==> src/rtl/mp_alu_pkg.sv <==
// Shared definitions for the byte-serial multi-precision ALU sequencer.
// Op-code encoding matches the 8-bit combinational ALU it drives.
package mp_alu_pkg;

    localparam logic [2:0] OP_ADD    = 3'b000;
    localparam logic [2:0] OP_SUB    = 3'b001;
    localparam logic [2:0] OP_SUBA   = 3'b010;
    localparam logic [2:0] OP_OR     = 3'b011;
    localparam logic [2:0] OP_AND    = 3'b100;
    localparam logic [2:0] OP_NAND_A = 3'b101;
    localparam logic [2:0] OP_XOR    = 3'b110;
    localparam logic [2:0] OP_XNOR   = 3'b111;

    typedef enum logic [1:0] {
        IDLE = 2'd0,
        RUN  = 2'd1,
        DONE = 2'd2
    } state_t;

    // Only the add/subtract family propagates a carry between bytes.
    function automatic logic is_arith(input logic [2:0] oper);
        return (oper == OP_ADD) || (oper == OP_SUB) || (oper == OP_SUBA);
    endfunction

endpackage

==> src/rtl/mp_alu_carry_sel.sv <==
// Purpose: selects the ALU carry-in for the current byte of a multi-byte op.
// Latency: combinational. Backpressure: none, pure decode.
module mp_alu_carry_sel
    import mp_alu_pkg::*;
(
    input  logic [2:0] oper,
    input  logic       first_byte,
    input  logic       req_cin,
    input  logic       carry,
    output logic       alu_cin
);

    always_comb begin
        alu_cin = 1'b0;
        case (oper)
            OP_ADD, OP_SUB: alu_cin = first_byte ? req_cin : carry;
            // The ALU inverts c_in for reverse subtract, so the chained carry is pre-inverted.
            OP_SUBA:        alu_cin = first_byte ? req_cin : ~carry;
            default:        alu_cin = 1'b0;
        endcase
    end

endmodule

==> src/rtl/mp_alu_seq.sv <==
// Purpose: runs one NBYTES-wide op through the shared 8-bit ALU, LSB byte first; MP_ALU_ZFLAG_EN adds res_zero.
// Latency: request accepted at edge T, res_valid rises at edge T+NBYTES; one op per NBYTES+2 cycles.
// Backpressure: req_ready only in IDLE; result held stable in DONE until res_ready.
module mp_alu_seq
    import mp_alu_pkg::*;
#(
    parameter  int NBYTES = 4,
    localparam int W      = 8 * NBYTES
) (
    input  logic         clk,
    input  logic         rst,
    input  logic         req_valid,
    output logic         req_ready,
    input  logic [2:0]   req_oper,
    input  logic [W-1:0] req_a,
    input  logic [W-1:0] req_b,
    input  logic         req_cin,
    output logic         res_valid,
    input  logic         res_ready,
    output logic [W-1:0] res_sum,
    output logic         res_cout,
    output logic [2:0]   alu_oper,
    output logic [7:0]   alu_a,
    output logic [7:0]   alu_b,
    output logic         alu_cin,
    input  logic [7:0]   alu_sum,
    input  logic         alu_cout
`ifdef MP_ALU_ZFLAG_EN
    ,
    output logic         res_zero
`endif
);

    localparam int             IW       = (NBYTES > 1) ? $clog2(NBYTES) : 1;
    localparam logic [IW-1:0]  LAST_IDX = IW'(NBYTES - 1);

    state_t         state;
    state_t         state_nxt;
    logic [2:0]     oper_q;
    logic [W-1:0]   a_q;
    logic [W-1:0]   b_q;
    logic           cin_q;
    logic [IW-1:0]  idx;
    logic           carry_q;
    logic           running;
    logic           last_byte;
    logic           accept;
    logic           cin_sel;

    assign running   = (state == RUN);
    assign last_byte = (idx == LAST_IDX);
    assign req_ready = (state == IDLE);
    assign res_valid = (state == DONE);
    assign accept    = req_ready && req_valid;

    always_ff @(posedge clk or posedge rst) begin
        if (rst) begin
            state <= IDLE;
        end else begin
            state <= state_nxt;
        end
    end

    always_comb begin
        state_nxt = state;
        case (state)
            IDLE:    if (req_valid) state_nxt = RUN;
            RUN:     if (last_byte) state_nxt = DONE;
            DONE:    if (res_ready) state_nxt = IDLE;
            default: state_nxt = IDLE;
        endcase
    end

    mp_alu_carry_sel u_carry_sel (
        .oper       (oper_q),
        .first_byte (idx == '0),
        .req_cin    (cin_q),
        .carry      (carry_q),
        .alu_cin    (cin_sel)
    );

    // ALU bus is parked at zero whenever no byte is being processed.
    always_comb begin
        alu_oper = 3'b000;
        alu_a    = 8'h00;
        alu_b    = 8'h00;
        alu_cin  = 1'b0;
        if (running) begin
            alu_oper = oper_q;
            alu_a    = a_q[{idx, 3'b000} +: 8];
            alu_b    = b_q[{idx, 3'b000} +: 8];
            alu_cin  = cin_sel;
        end
    end

    always_ff @(posedge clk or posedge rst) begin
        if (rst) begin
            oper_q   <= 3'b000;
            a_q      <= '0;
            b_q      <= '0;
            cin_q    <= 1'b0;
            idx      <= '0;
            carry_q  <= 1'b0;
            res_sum  <= '0;
            res_cout <= 1'b0;
        end else if (accept) begin
            oper_q  <= req_oper;
            a_q     <= req_a;
            b_q     <= req_b;
            cin_q   <= req_cin;
            idx     <= '0;
            carry_q <= 1'b0;
        end else if (running) begin
            res_sum[{idx, 3'b000} +: 8] <= alu_sum;
            carry_q                     <= alu_cout;
            if (last_byte) begin
                idx      <= '0;
                res_cout <= is_arith(oper_q) & alu_cout;
            end else begin
                idx <= idx + IW'(1);
            end
        end
    end

`ifdef MP_ALU_ZFLAG_EN
    // Lower bytes are already final when the top byte arrives.
    always_ff @(posedge clk or posedge rst) begin
        if (rst) begin
            res_zero <= 1'b0;
        end else if (running && last_byte) begin
            res_zero <= (alu_sum == 8'h00) && (res_sum[W-9:0] == '0);
        end
    end
`endif

endmodule

==> config.mk <==
export PLATFORM = sky130hd
export DESIGN_NAME = mp_alu_seq
export DESIGN_NICKNAME = d
export VERILOG_FILES = /design/src/rtl/mp_alu_pkg.sv /design/src/rtl/mp_alu_carry_sel.sv /design/src/rtl/mp_alu_seq.sv
export SDC_FILE = /design/constraint.sdc
export NUM_CORES = 1
export LEC_CHECK = 0
export ABC_AREA = 0
export CAP_MARGIN = 10
export CORE_MARGIN = 3
export CORE_UTILIZATION = 53
export CTS_BUF_LIST = sky130_fd_sc_hd__clkbuf_4
export CTS_CLUSTER_SIZE = 28
export DETAILED_ROUTE_END_ITERATION = 12
export PLACE_DENSITY = 0.92
export SYNTH_ARGS = -nofsm -noshare
export SYNTH_HDL_FRONTEND = slang
export SYNTH_SLANG_ARGS = --single-unit
export TNS_END_PERCENT = 100
==> constraint.sdc <==
create_clock -name clk -period 7.9 [get_ports clk]
set_input_delay 1.58 -clock clk [delete_from_list [all_inputs] [get_ports clk]]
set_output_delay 1.58 -clock clk [all_outputs]
set_load 0.005 [all_outputs]
=== Yosys cells after proc, flatten, opt, wreduce, memory -nomap -nowiden ===
Index checks and enable logic that the tools add are counted.
Widths: inputs -> output; s select.

* Bits in registers: 106
* Input port bits: 81
* Output and inout port bits: 55

* $add $sub $neg: 2
* Equal/unequal tests: 8
* Shift operators: 4
* Mux-type cells: 17
* Bitwise gates (word level): 3
* Reduce and logical (&&, ||, !) cells: 11

{| class="wikitable"
|+ Operators by type and width
! cell !! number
|-
| $shiftx 32x6->8 || 2
|-
| $bwmux 32 || 1
|-
| $shift 8x7->32 const A || 1
|-
| $shiftx 8x7->32 || 1
|-
| $mux 8 || 2
|-
| $mux 2 || 6
|-
| $neg 5->7 || 1
|-
| $pmux 2 s3 || 1
|-
| $reduce_and 3->1 || 2
|-
| $mux 1 || 5
|-
| $eq 2x2->1 const B || 2
|-
| $logic_not 2->1 || 2
|-
| $ne 2x1->1 const B || 2
|-
| $eq 3x1->1 const B || 1
|-
| $eq 3x2->1 const B || 1
|-
| $logic_not 3->1 || 1
|-
| $mux 3 || 1
|-
| $add 2x1->2 const B || 1
|-
| $eq 2x1->1 const B || 1
|-
| $logic_or 1x1->1 || 2
|-
| $ne 2x2->1 const B || 1
|-
| $not 1->1 || 2
|-
| $pmux 1 s2 || 1
|-
| $reduce_and 2->1 || 1
|-
| other kinds (4) || 4
|}

=== Depth between registers and ports, before layout ===
* Depth in word-level cells: 4
* Depth in mapped cells: 8
* Depth with buffers taken out: 4

=== Hierarchy ===
A second synthesis with hierarchy kept.

* Cells, all modules: 370
* Area total of the unflattened synthesis: 5042.3 sq um

{| class="wikitable"
|+ Modules (own cells, without submodules)
! module !! instances !! cells an instance !! area each (sq um) !! seq. area each (sq um)
|-
| mp_alu_seq || 1 || 365 || 5008.6 || 2652.5
|-
| mp_alu_carry_sel || 1 || 5 || 33.8 || 0.0
|}

=== Least setup slack after synthesis ===
OpenSTA, ideal clock, no wires.

* Kind: register to output
* From: register idx[1]
* To: output alu_cin
* Data arrival time: 1.545 ns
* Data required time: 6.320 ns
* Path slack: 4.775 ns
* Stages on the path, launching flop included: 7
* Path buffers: 2
* Cell sequence: dfrtp_1 -> clkbuf_1 -> buf_2 -> inv_1 -> ha_1 -> nand2b_1 -> o2111a_1

* Longest elaborated chain between the ends: 4
* Elaborated cells on any way between the ends: 5
* Those cells by class: 4 x mux; 1 x reduce/logical

{| class="wikitable"
|+ Ends and longest elaborated chain
! what !! RTL line !! source
|-
| start, declared || mp_alu_seq.sv:43 || <nowiki>logic [IW-1:0] idx;</nowiki>
|-
| start signal, assigned || mp_alu_seq.sv:120 || <nowiki>idx <= idx + IW'(1);</nowiki>
|-
| $logic_not 2->1 * || mp_alu_seq.sv:76 || <nowiki>.first_byte (idx == '0),</nowiki>
|-
| $mux 1, on equally long branches || mp_alu_carry_sel.sv:18, mp_alu_carry_sel.sv:16 ||
|-
| $pmux 1 s2 * || mp_alu_carry_sel.sv:15 || <nowiki>case (oper)</nowiki>
|-
| $mux 1 * || mp_alu_seq.sv:88 || <nowiki>if (running) begin</nowiki>
|-
| end, declared || mp_alu_seq.sv:25 || <nowiki>output logic alu_cin,</nowiki>
|}

Mark *: on every way between the ends. The rest lies on a longest branch, timed or not.

=== Final worst setup path ===
Same ends and word-level chain as after synthesis.

==> impl_metrics.env <==
export IMPL_rsz0062_at_grt="false"
export IMPL_maxCapViolCount=0
export IMPL_drt_iter0_drc=115
export IMPL_irDropWorstVdd_mv=0.221
export IMPL_fin_skew_ns=0.0169
export IMPL_slew_viol_final=0
export IMPL_synth_flop_cell="dfrtp_1"
export IMPL_critPathLaunchType="flip-flop"
export IMPL_crit_chain="inv_1 > ha_1 > nand2b_1 > o2111a_1 > clkdlybuf4s50_1"
export IMPL_clock_root_buffer="clkbuf_4"
export IMPL_nFillCells=591
export IMPL_final_net_count=568
export IMPL_initial_core_util_pct=55.0
export IMPL_grt_max_degree=73
export IMPL_synthesis_instances=361
export IMPL_cts_max_path_buffers=2
export IMPL_netlist_cell_type_count=31
export IMPL_antenna_found_initial=0
export IMPL_fp_row_count=34
export IMPL_crit_buf_inv=2
export IMPL_max_stage_delay_ns=1.06
export IMPL_pre_cts_slack_ns=3.89
export IMPL_tritoncts="done"
export IMPL_tightestPinTransition_ns=1.13
export IMPL_fin_crit_ns=4.48
export IMPL_gp_congestion=0.807
export IMPL_hold_viol=0
export IMPL_critPathKind="reg2out"
export IMPL_finalSetupViolCount=0
export IMPL_cts_hold_buf=0
export IMPL_ys_async_sr_fraction_pct=100
export IMPL_vias_per_cell=5.79
export IMPL_areaGrowthSynthToFinish_pct=32.0
export IMPL_critPathSlowestCell="dfrtp_2"
export IMPL_grt_pass1_vias=3736
export IMPL_seq_area_frac_synth_pct=54.8
export IMPL_dieArea_mm2=0.0103
export IMPL_clkTransAtPathRegs_ns=0.15
export IMPL_routed_wl_um=11500
export IMPL_cts_sinks=106
export IMPL_dr_pass1_iters=4
export IMPL_wl_per_cell_um=19.4
export IMPL_track_usage_pct=23.2
export IMPL_antenna_cells=0
export IMPL_synth_warnings=0
export IMPL_relSlewSlack_pct=23.7
export IMPL_dpl_hpwl_um=8250
export IMPL_cts_resized_gates=0
export IMPL_hp_class="reg2reg"
export IMPL_drc_errors=0
export IMPL_final_common_cell="clkdlybuf4s50_1"
export IMPL_htreeDepth=3
export IMPL_synth_edf_count=0
export IMPL_fin_crit_sh_pct=56.8
export IMPL_synth_fp_nets=448
export IMPL_post_route_worst_setup_slack_ns=3.42
export IMPL_place_port_buffers=135
export IMPL_end_kind="output pin"
export IMPL_die_h_um=102
export IMPL_layout_common_cells="clkdlybuf4s50_1, dfrtp_1, mux2_2"
export IMPL_postSynthAreaPerCell_um2=13.4
export IMPL_critPathRequiredTime_ns=6.32
export IMPL_drive_above_1_share_pct=20.7
export IMPL_ant_nets=0
export IMPL_fin_setup_tns_ns=0
export IMPL_timing_fmax_ghz=0.223
export IMPL_status="finished, final reports clean"
export IMPL_grt_ovfl_total=0
export IMPL_die_w_um=102
export IMPL_ys_ff_latch=106
export IMPL_arrival_ns=2.90
export IMPL_post_cts_buffers=0
export IMPL_cts_buffers=9
export IMPL_cp_top_family="flip-flops"
export IMPL_ios=136
export IMPL_grt_pass1_wl_um=18900
export IMPL_synth_area_mm2=0.00484
export IMPL_leakage_uw=0.00264
export IMPL_power_density_mw_per_mm2=386
export IMPL_vias=3428
export IMPL_path_max_fanout=36
export IMPL_total_power_uw=2470
export IMPL_core_area_mm2=0.00881
export IMPL_clock_latency_ns=0.43
-- routing by layer --
| metal | up-vias | GRT usage, % | share of wire, % |
|---|---|---|---|
| li1 | 1568 | - | - |
| met1 | 1715 | 29.0 | 41 |
| met2 | 124 | 40.0 | 50 |
| met3 | 21 | 5.58 | 7.0 |
| met4 | 0 | 7.06 | 2.1 |
| met5 | - | 0 | 0 |
-- synthesized netlist by cell type (4+ instances only) --
cell / n / share of area (%)
and2_1: 4 / 0.52
mux2_2: 71 / 17
ha_1: 6 / 1.6
inv_1: 21 / 1.6
nand3b_1: 6 / 0.93
o32ai_2: 9 / 3.0
a32o_1: 15 / 3.1
nand2_1: 14 / 1.1
mux2i_1: 32 / 6.6
nand2b_1: 4 / 0.52
o22ai_1: 17 / 2.2
dfrtp_1: 106 / 55
clkbuf_1: 11 / 0.85
buf_2: 16 / 1.7
o32ai_1: 5 / 0.90
-- flip-flops by register name, summed over array words and instances, names as in the netlist --
signal	cells
a_q	32
b_q	32
res_sum	32
oper_q	3
idx	2
state	2
carry_q	1
cin_q	1
res_cout	1
-- path summary, 6_finish.rpt --
check / from / end / slack, ns / depth (start not counted)
hold reg to reg: res_sum[21] / res_sum[21] / 0.51 / 1
setup / recovery: idx[1] / alu_cin / 3.42 / 5
hold / removal: res_sum[21] / res_sum[21] / 0.51 / 1
setup reg to reg: idx[1] / res_sum[14] / 4.89 / 4
max in group asynchronous: rst / idx[1] / 5.15 / 3
min in group asynchronous: rst / b_q[1] / 1.54 / 2
-- power by group --
| group | internal, uW | switching (uW) | total (uW) |
|---|---|---|---|
| Sequential | 789 | 199 | 988 |
| Combinational | 672 | 477 | 1150 |
| Clock | 158 | 173 | 331 |
| Total | 1620 | 849 | 2470 |
-- logic make-up (layout without fill, tap and decap cells) --
logic type               Yosys count  after routing  synth area share (%)
AND/OR/NAND/NOR                   43             43                  5.69
buffers and inverters             49            172                  4.37
AO/OA/AOI/OAI                     53             53                  10.3
flip-flops                       106            106                  54.8
adder cells (fa/ha/maj)            6              6                  1.55
XOR/XNOR                           1              1                 0.181
multiplexers                     103            103                  23.1
-- worst reg2reg max path, stage by stage (launching register included) --
cell and delay, ns:
dfrtp_2 1.06, inv_1 0.25, ha_1 0.45, nor2b_1 0.86, a32o_1 0.31
-- cell type report --
class / count / area, um^2 / area share (%)
Clock buffer: 9 / 67.6 / 1.06
Multi-Input combinational cell: 206 / 1980 / 31.0
Tap cell: 108 / 135 / 2.11
Timing Repair Buffer: 137 / 1370 / 21.4
Sequential cell: 106 / 2650 / 41.5
Clock inverter: 5 / 104 / 1.63
Inverter: 21 / 81.3 / 1.27
-- per-stage QoR --
stage,cell area (um^2),hold slack (ns),cells,util (%)
4_1_cts,6390,0.513,592,72.6
3_5_place_dp,6220,0.482,578,70.6
3_3_place_gp,6220,0.473,578,70.6
5_1_grt,6390,0.527,592,72.6
2_1_floorplan,4840,0.472,361,-
6_report,6390,0.507,592,72.6
(Power assumes the default switching activity.)
